===== src/rtl/spi_sckgen.sv =====
// SPI serial-clock engine: generates a burst of N SCK cycles with programmable
// half-period divider, CPOL and CPHA, plus per-edge drive/sample strobes.
module spi_sckgen #(
    parameter int DIV_W = 8,
    parameter int LEN_W = 5
) (
    input  logic             clk,
    input  logic             rst,
    input  logic             start,
    input  logic             abort,
    input  logic [DIV_W-1:0] div,
    input  logic [LEN_W-1:0] len,
    input  logic             cpol,
    input  logic             cpha,
    output logic             sck,
    output logic             sck_rise,
    output logic             sck_fall,
    output logic             drive,
    output logic             sample,
    output logic             busy,
    output logic             done
);

    localparam logic [0:0] IDLE = 1'b0;
    localparam logic [0:0] RUN  = 1'b1;

    logic [0:0]       r_state;
    logic [DIV_W-1:0] r_cnt;
    logic [LEN_W:0]   r_e;
    logic [DIV_W-1:0] r_div_q;
    logic [LEN_W-1:0] r_len_q;
    logic             r_cpol_q;
    logic             r_cpha_q;
    logic             r_sck;
    logic             r_done;

    logic w_run;
    logic w_edge;
    logic w_last;
    logic w_first;
    logic w_lead;

    // Abort suppresses every strobe in the cycle it is seen.
    assign w_run   = (r_state == RUN) && !abort;
    assign w_edge  = w_run && (r_cnt == r_div_q);
    assign w_last  = (r_e == {r_len_q, 1'b1});
    assign w_first = w_run && (r_cnt == '0) && (r_e == '0);
    assign w_lead  = ~r_e[0];

    always_ff @(posedge clk) begin
        if (rst) begin
            r_state  <= IDLE;
            r_cnt    <= '0;
            r_e      <= '0;
            r_div_q  <= '0;
            r_len_q  <= '0;
            r_cpol_q <= 1'b0;
            r_cpha_q <= 1'b0;
            r_sck    <= 1'b0;
            r_done   <= 1'b0;
        end else begin
            r_done <= 1'b0;
            case (r_state)
                IDLE: begin
                    r_sck <= cpol;
                    if (start) begin
                        r_div_q  <= div;
                        r_len_q  <= len;
                        r_cpol_q <= cpol;
                        r_cpha_q <= cpha;
                        r_cnt    <= '0;
                        r_e      <= '0;
                        r_state  <= RUN;
                    end
                end
                RUN: begin
                    if (abort) begin
                        r_state <= IDLE;
                        r_sck   <= r_cpol_q;
                        r_cnt   <= '0;
                        r_e     <= '0;
                    end else if (r_cnt == r_div_q) begin
                        r_cnt <= '0;
                        r_sck <= ~r_sck;
                        if (w_last) begin
                            r_e     <= '0;
                            r_state <= IDLE;
                            r_done  <= 1'b1;
                        end else begin
                            r_e <= r_e + 1'b1;
                        end
                    end else begin
                        r_cnt <= r_cnt + 1'b1;
                    end
                end
                default: r_state <= IDLE;
            endcase
        end
    end

    always_comb begin
        sck_rise = w_edge && !r_sck;
        sck_fall = w_edge && r_sck;
        drive    = 1'b0;
        sample   = 1'b0;
        if (!r_cpha_q) begin
            drive  = w_first || (w_edge && !w_lead && !w_last);
            sample = w_edge && w_lead;
        end else begin
            drive  = w_edge && w_lead;
            sample = w_edge && !w_lead;
        end
    end

    assign sck  = r_sck;
    assign busy = (r_state == RUN);
    assign done = r_done;

endmodule


===== config.mk =====
export PLATFORM = sky130hd
export DESIGN_NAME = spi_sckgen
export DESIGN_NICKNAME = d
export VERILOG_FILES = /design/src/rtl/spi_sckgen.sv
export SDC_FILE = /design/constraint.sdc
export NUM_CORES = 1
export LEC_CHECK = 0
export ABC_AREA = 1
export BUFFER_PORTS_ARGS = -buffer_cell sky130_fd_sc_hd__buf_2
export CAP_MARGIN = 10
export CORE_AREA = 3 3 76 49
export DETAILED_ROUTE_END_ITERATION = 8
export DIE_AREA = 0 0 79 52
export PLACE_DENSITY = 0.75
export SETUP_SLACK_MARGIN = 0.3
export SLEW_MARGIN = 40
export SYNTH_ARGS = -nofsm -noshare
export SYNTH_HDL_FRONTEND = slang
export SYNTH_SLANG_ARGS = --single-unit

===== constraint.sdc =====
create_clock -name clk -period 1.75 [get_ports clk]
set_input_delay 0.35 -clock clk [delete_from_list [all_inputs] [get_ports clk]]
set_output_delay 0.35 -clock clk [all_outputs]
set_load 0.03 [all_outputs]

==> impl_metrics.tcl, run 1 <==
set metrics [dict create \
    dpl.cell_count 326 \
    crit_path_max_incr_delay_ns 0.38 \
    numCtsBuffers 5 \
    cts-root-buf "clkbuf_8" \
    clock_skew_ns 0.00691 \
    required_ns 1.40 \
    rsz0062_at_grt "yes" \
    p_leak_uw 0.000980 \
    crit_slowest_cell "dfxtp_2" \
    grt_pass1_wl_um 6770 \
    seq_area_frac_synth_pct 38.5 \
    hold_class "primary input to flop" \
    finalCritPeriodShare_pct 111 \
    setup_slack_ns -0.199 \
    status "complete, but fails checks" \
    placement.io_buffers 25 \
    n_antenna_cell 0 \
    cts_buffer_depth 2 \
    synth_cells 252 \
    clkSinkCount 32 \
    gr-total-overflow 0 \
    final_core_util_pct 67.8 \
    final_area_um2 2140 \
    core_um2 3160 \
    drt-vias-per-instance 4.86 \
    cp-startpoint "r_cnt[7]" \
    clk_latency_ns 0.28 \
    drtPass1Iterations 4 \
    synth_top_family_by_area "simple AND/OR/NAND/NOR gates" \
    drtAntennaViolNets 0 \
    initial_core_util_pct 52.6 \
    hold_viol 0 \
    drv_slew 0 \
    tightest_slew_ns 0.414 \
    cts_tree "yes" \
    synthMuxAreaShare_pct 0 \
    yosys_warnings 0 \
    cts_htree_levels 2 \
    fill_cells 295 \
    synthAdderAreaFrac_pct 3.01 \
    netlist-cell-type-count 22 \
    slew_headroom_pct 72.1 \
    reg2reg_from "r_cnt[7]" \
    grt_usage_pct 21.7 \
    ir_worst_vdd_mv 0.538 \
    gp_congestion 0.833 \
    num_rows 16 \
    initialDrtViolationCount 100 \
    critPathMaxFanout 4 \
    area_growth_syn_to_layout_pct 28.8 \
    violations "setup timing" \
    cp-start-kind "flop" \
    cap_violations 0 \
    die_w_um 79 \
    r2r-end "r_e[0]" \
    drc 0 \
    rr_worst_depth 11 \
    endpoint_kind "output port" \
    finalSetupViolCount 4 \
    synth-simple-area-share_pct 32.3 \
    synth_compound_area_share_pct 11.7 \
    die-area_um2 4110 \
    vias 1648 \
    grt_pass1_vias 1483 \
    powerDensity_nw_per_um2 807 \
    regToRegSetupSlack_ns 0.17 \
    syn_avg_cell_area_um2 6.60 \
    power.total_uw 1730 \
    ctsHoldBuffers 0 \
    drive_gt1_share_pct 27.2 \
    max_freq_mhz 513 \
    synth_xor_area_share_pct 4.21 \
    antenna_found_initial 0 \
    routedWlPerCell_um 11.8 \
    grt_max_degree 16 \
    hpwl_um 2890 \
    cp_common_cell "nor2_4" \
    routed_wl_um 3990 \
    placed_cell_area_um2 1960 \
    nets 316 \
    path_cells "xnor2_2, nand2_1, nor2_2, nand2_2, nor2_4, buf_4, inv_4, nor2_4, buf_6" \
    crit_type "flop to output port" \
    die_h_um 52 \
    ys_ff_latch 32 \
    synth_area_um2 1660 \
    layoutNonFillerInstCount 339 \
    clk_pin_slew_ns 0.06 \
    period_needed_ns 1.95 \
    crit_end "sck_fall" \
    cp.arrival_ns 1.60 \
    ioPinCount 26 \
    syn_nets 275 \
]
[critical path: cells and delay by family, from the launching register on]
family	cells	cell delay [ns]
flip-flops	1	0.38
AND/OR/NAND/NOR	5	0.49
buffers and inverters	3	0.31
XOR/XNOR	1	0.12
[routing by layer]
| layer | vias to the layer above | track usage, % | wire, um |
|---|---|---|---|
| met5 | - | 0 | 0 |
| met4 | 0 | 8.57 | 22 |
| met3 | 2 | 5.88 | 319 |
| met2 | 48 | 30.6 | 1680 |
| met1 | 718 | 31.0 | 1970 |
| li1 | 880 | - | - |
[cell type report]
cell class                 instances  area, um^2  share of cell area, %
tap                               45        56.3                   2.63
multi-input combinational        177         917                   42.8
timing repair buffer              40         279                   13.0
inverter                          37         141                   6.60
sequential                        32         659                   30.8
clock buffer                       8        90.1                   4.20
[metrics by stage]
step | setup WS (ns) | hold WS [ns] | TNS [ns]
after detailed placement | 0.00951 | 0.460 | 0
after global routing | -0.340 | 0.252 | -1.23
after CTS | -0.182 | 0.252 | -0.681
after floorplan | 0.250 | 0.429 | 0
after global placement | 0.00733 | 0.457 | 0
final | -0.199 | 0.257 | -0.757
[Yosys cell counts (all sizes together)]
cell type  count  area, um^2
nand2         59         234
nor2          40         153
inv           37         139
dfxtp         32         641
o21ai         21         105
nand3         18        95.1
a21oi         14        70.1
nor3           5        25.0
xor2           5        43.8
clkbuf         4        15.0
ha             4        50.1
nand4          4        25.0
xnor2          3        26.3
a31oi          2        12.5
buf            2        16.3
nor4           1        6.26
o211ai         1        7.51
[what timing repair did]
action,4_1_cts,5_1_grt
endpoints found under the setup margin,8,20
gates resized for setup,11,9
setup buffers,2,3
pin swaps,3,2
[kinds of logic (layout without fill, tap and decap cells)]
kind of cell,count (synthesis),after routing
compound gates,38,38
xor+xnor,8,8
simple gates,127,127
flops,32,32
fa+ha+maj,4,4
buf+inv,43,85
[flip-flops by register name, indices dropped and copies added, names as in the netlist]
| signal | flops |
|---|---|
| r_cpol_q | 1 |
| busy | 1 |
| r_len_q | 5 |
| done | 1 |
| r_cnt | 8 |
| r_cpha_q | 1 |
| sck | 1 |
| r_e | 6 |
| r_div_q | 8 |
[cells in the final DEF (no fill, tap or decap), drive strengths merged, types with 5 or more instances in the layout]
cell,instances
nand3,18
a21oi,14
xor2,5
dfxtp,32
nor2,40
buf,40
clkbuf,8
nand2,59
o21ai,21
inv,37
nor3,5
[worst min path at each step]
stage | start | endpoint | depth (start not counted)
6_report | rst | done | 2
5_1_grt | rst | done | 2
4_1_cts | rst | done | 2
3_5_place_dp | r_div_q[6] | r_div_q[6] | 2
3_3_place_gp | r_len_q[3] | r_len_q[3] | 2
2_1_floorplan | rst | done | 1
[where the power goes]
group          internal [uW]  switching [uW]  leakage [uW]  total [uW]
combinational            138             200      0.000666         338
sequential               771            35.2      0.000268         806
clock                    321             265     0.0000455         585
total                   1230             500      0.000980        1730
(Power assumes the default switching activity.)
==> run 2, diff against run 1 <==
--- a/config.mk
+++ b/config.mk
@@ -8,10 +8,10 @@
 export ABC_AREA = 1
 export BUFFER_PORTS_ARGS = -buffer_cell sky130_fd_sc_hd__buf_2
 export CAP_MARGIN = 10
-export CORE_AREA = 3 3 76 49
+export CORE_AREA = 3 3 60 62
 export DETAILED_ROUTE_END_ITERATION = 8
-export DIE_AREA = 0 0 79 52
-export PLACE_DENSITY = 0.75
+export DIE_AREA = 0 0 63 65
+export PLACE_DENSITY = 0.74
 export SETUP_SLACK_MARGIN = 0.3
 export SLEW_MARGIN = 40
 export SYNTH_ARGS = -nofsm -noshare
==> run 2 against run 1 <==
Against the previous run:
- the flow still finishes with violations (setup timing)
- first-iteration DRC count down 11%
- sequential cell count unchanged
- global-route usage up 0.78 points
- wire length up 12%
- final area up 11%
- combinational power up 12%
- sequential share of layout area down 2.7 points
- hold slack worse by 0.056 ns
- core utilization up 9.8 points
- clock skew up 0.00070 ns
- clock-buffer cell count down 2
- die area down 0.32%
- critical path type unchanged
- largest power group unchanged
- highest routed layer unchanged
==> impl_metrics.tcl, run 2 (synthesized netlist as in run 1, its figures left out) <==
set metrics [dict create \
    dpl.cell_count 326 \
    fill_cells 218 \
    reg2reg_from "r_cnt[4]" \
    cp.arrival_ns 1.73 \
    clk_latency_ns 0.34 \
    crit_path_max_incr_delay_ns 0.37 \
    drv_slew 0 \
    initial_core_util_pct 54.1 \
    endpoint_kind "output port" \
    hold_class "primary input to flop" \
    finalSetupViolCount 4 \
    reg_top3 "r_cnt x8, r_div_q x8, r_e x6" \
    crit_family "simple AND/OR/NAND/NOR gates" \
    clock_skew_ns 0.00760 \
    cp-start-kind "flop" \
    clk_pin_slew_ns 0.10 \
    drive_gt1_share_pct 37.4 \
    p_leak_uw 0.00110 \
    slew_headroom_pct 79.1 \
    status "complete, but fails checks" \
    final_area_um2 2390 \
    whs_endpoint "done" \
    ir_worst_vdd_mv 0.593 \
    top_layer "met4" \
    final_common_cell "nand2_1" \
    vias 1767 \
    cts_htree_levels 2 \
    cts_tree "yes" \
    worst-path-buf-inv 4 \
    grt_usage_pct 22.4 \
    area_growth_syn_to_layout_pct 43.5 \
    period_needed_ns 2.08 \
    crit_type "flop to output port" \
    multi_input_area_um2 1010 \
    grt_pass1_vias 1598 \
    clkSinkCount 32 \
    pwr-share-clk_pct 32.2 \
    cap_violations 0 \
    hpwl_um 2770 \
    routedWlPerCell_um 12.6 \
    swShare_pct 29.8 \
    layoutNonFillerInstCount 354 \
    initialDrtViolationCount 89 \
    path_cells "inv_4, nand2_2, nand2_2, nand2_2, nor2_4, nand2_2, nor2_4, buf_4, inv_4, nor2_4, buf_6" \
    regArea_um2 669 \
    gp_congestion 0.816 \
    seqPwrFrac_pct 46.1 \
    power.total_uw 1750 \
    regToRegSetupSlack_ns 0.01 \
    drc 0 \
    ioPinCount 26 \
    rr_worst_depth 12 \
    critPathMaxFanout 4 \
    drtAntennaViolNets 0 \
    met3WireLength_um 247 \
    required_ns 1.40 \
    die_h_um 65 \
    violations "setup timing" \
    cp_common_cell "nand2_2" \
    grt_max_degree 17 \
    drtPass1Iterations 4 \
    num_rows 20 \
    wl_met1_um 2010 \
    power.switching_uw 522 \
    hold_ws_ns 0.201 \
    max_freq_mhz 482 \
    crit_slowest_cell "dfxtp_4" \
    nets 332 \
    setup_slack_ns -0.325 \
    drt-vias-per-instance 4.99 \
    grt_pass1_wl_um 7110 \
    min-delay-start "rst" \
    n_antenna_cell 0 \
    routed_wl_um 4450 \
    numCtsBuffers 5 \
    antenna_found_initial 0 \
    cts_buffer_depth 2 \
    rsz0062_at_grt "yes" \
    die-area_um2 4100 \
    core_um2 3080 \
    placed_cell_area_um2 1960 \
    placement.io_buffers 25 \
    r2r-end "r_cnt[6]" \
    tightest_slew_ns 0.313 \
    cts-root-buf "clkbuf_4" \
    hold_depth 2 \
    gr-total-overflow 0 \
    cp-startpoint "r_cnt[4]" \
    met2_length_um 2090 \
    most-common-layout-cells "nand2_1 (48), nor2_1 (34), inv_1 (28)" \
    hold_viol 0 \
    die_w_um 63 \
    p_int_uw 1230 \
    finalCritPeriodShare_pct 119 \
    powerDensity_nw_per_um2 732 \
    combPwrFrac_pct 21.8 \
]
run 2: worst register-to-register path: cells and delay by family (launching register included):
family        cells  cell delay, ns
buf+inv           9            0.84
flops             1            0.38
xor+xnor          1            0.16
simple gates      2            0.25
run 2: area by class of cell:
type                       count  area share (%)
multi-input combinational    177            42.3
sequential                    32            28.0
inverter                      37            6.02
clock inverter                 2            1.47
clock buffer                   6            1.73
tap                           44            2.30
timing repair buffer          56            18.1
run 2: power groups by stage:
stage	Clock [uW]	Sequential (uW)	Combinational, uW
after CTS	570	800	337
after floorplan	0	826	198
after global placement	0	819	307
after detailed placement	0	819	310
final	562	805	380
after global routing	605	810	424
run 2: routing by layer:
layer	GRT usage, %	vias to the layer above
li1	-	916
met1	28.1	786
met2	35.8	52
met3	5.55	13
met4	11.0	0
met5	0	-
run 2: stage by stage:
stage | setup TNS, ns | utilization (%) | worst slack (ns)
final | -1.21 | 77.6 | -0.325
after global routing | -1.74 | 77.6 | -0.435
after CTS | -0.847 | 73.1 | -0.254
after detailed placement | -0.00343 | 63.7 | -0.00343
after global placement | -0.0111 | 63.7 | -0.0111
after floorplan | 0 | - | 0.250
run 2: how the worst max path moves through the flow:
stage	cells after the start	slack [ns]	to
floorplan	9	0.25	drive
global placement	11	-0.01	drive
detailed placement	12	-0.003	drive
CTS	10	-0.25	drive
global route	10	-0.44	drive
finish	11	-0.33	sck_rise
run 2: timing repair:
item                       CTS  global route
gates resized for setup     30            26
pin swaps                   12            13
buffers inserted            15             5
setup endpoints to repair   14            21
hold buffers                 0             0
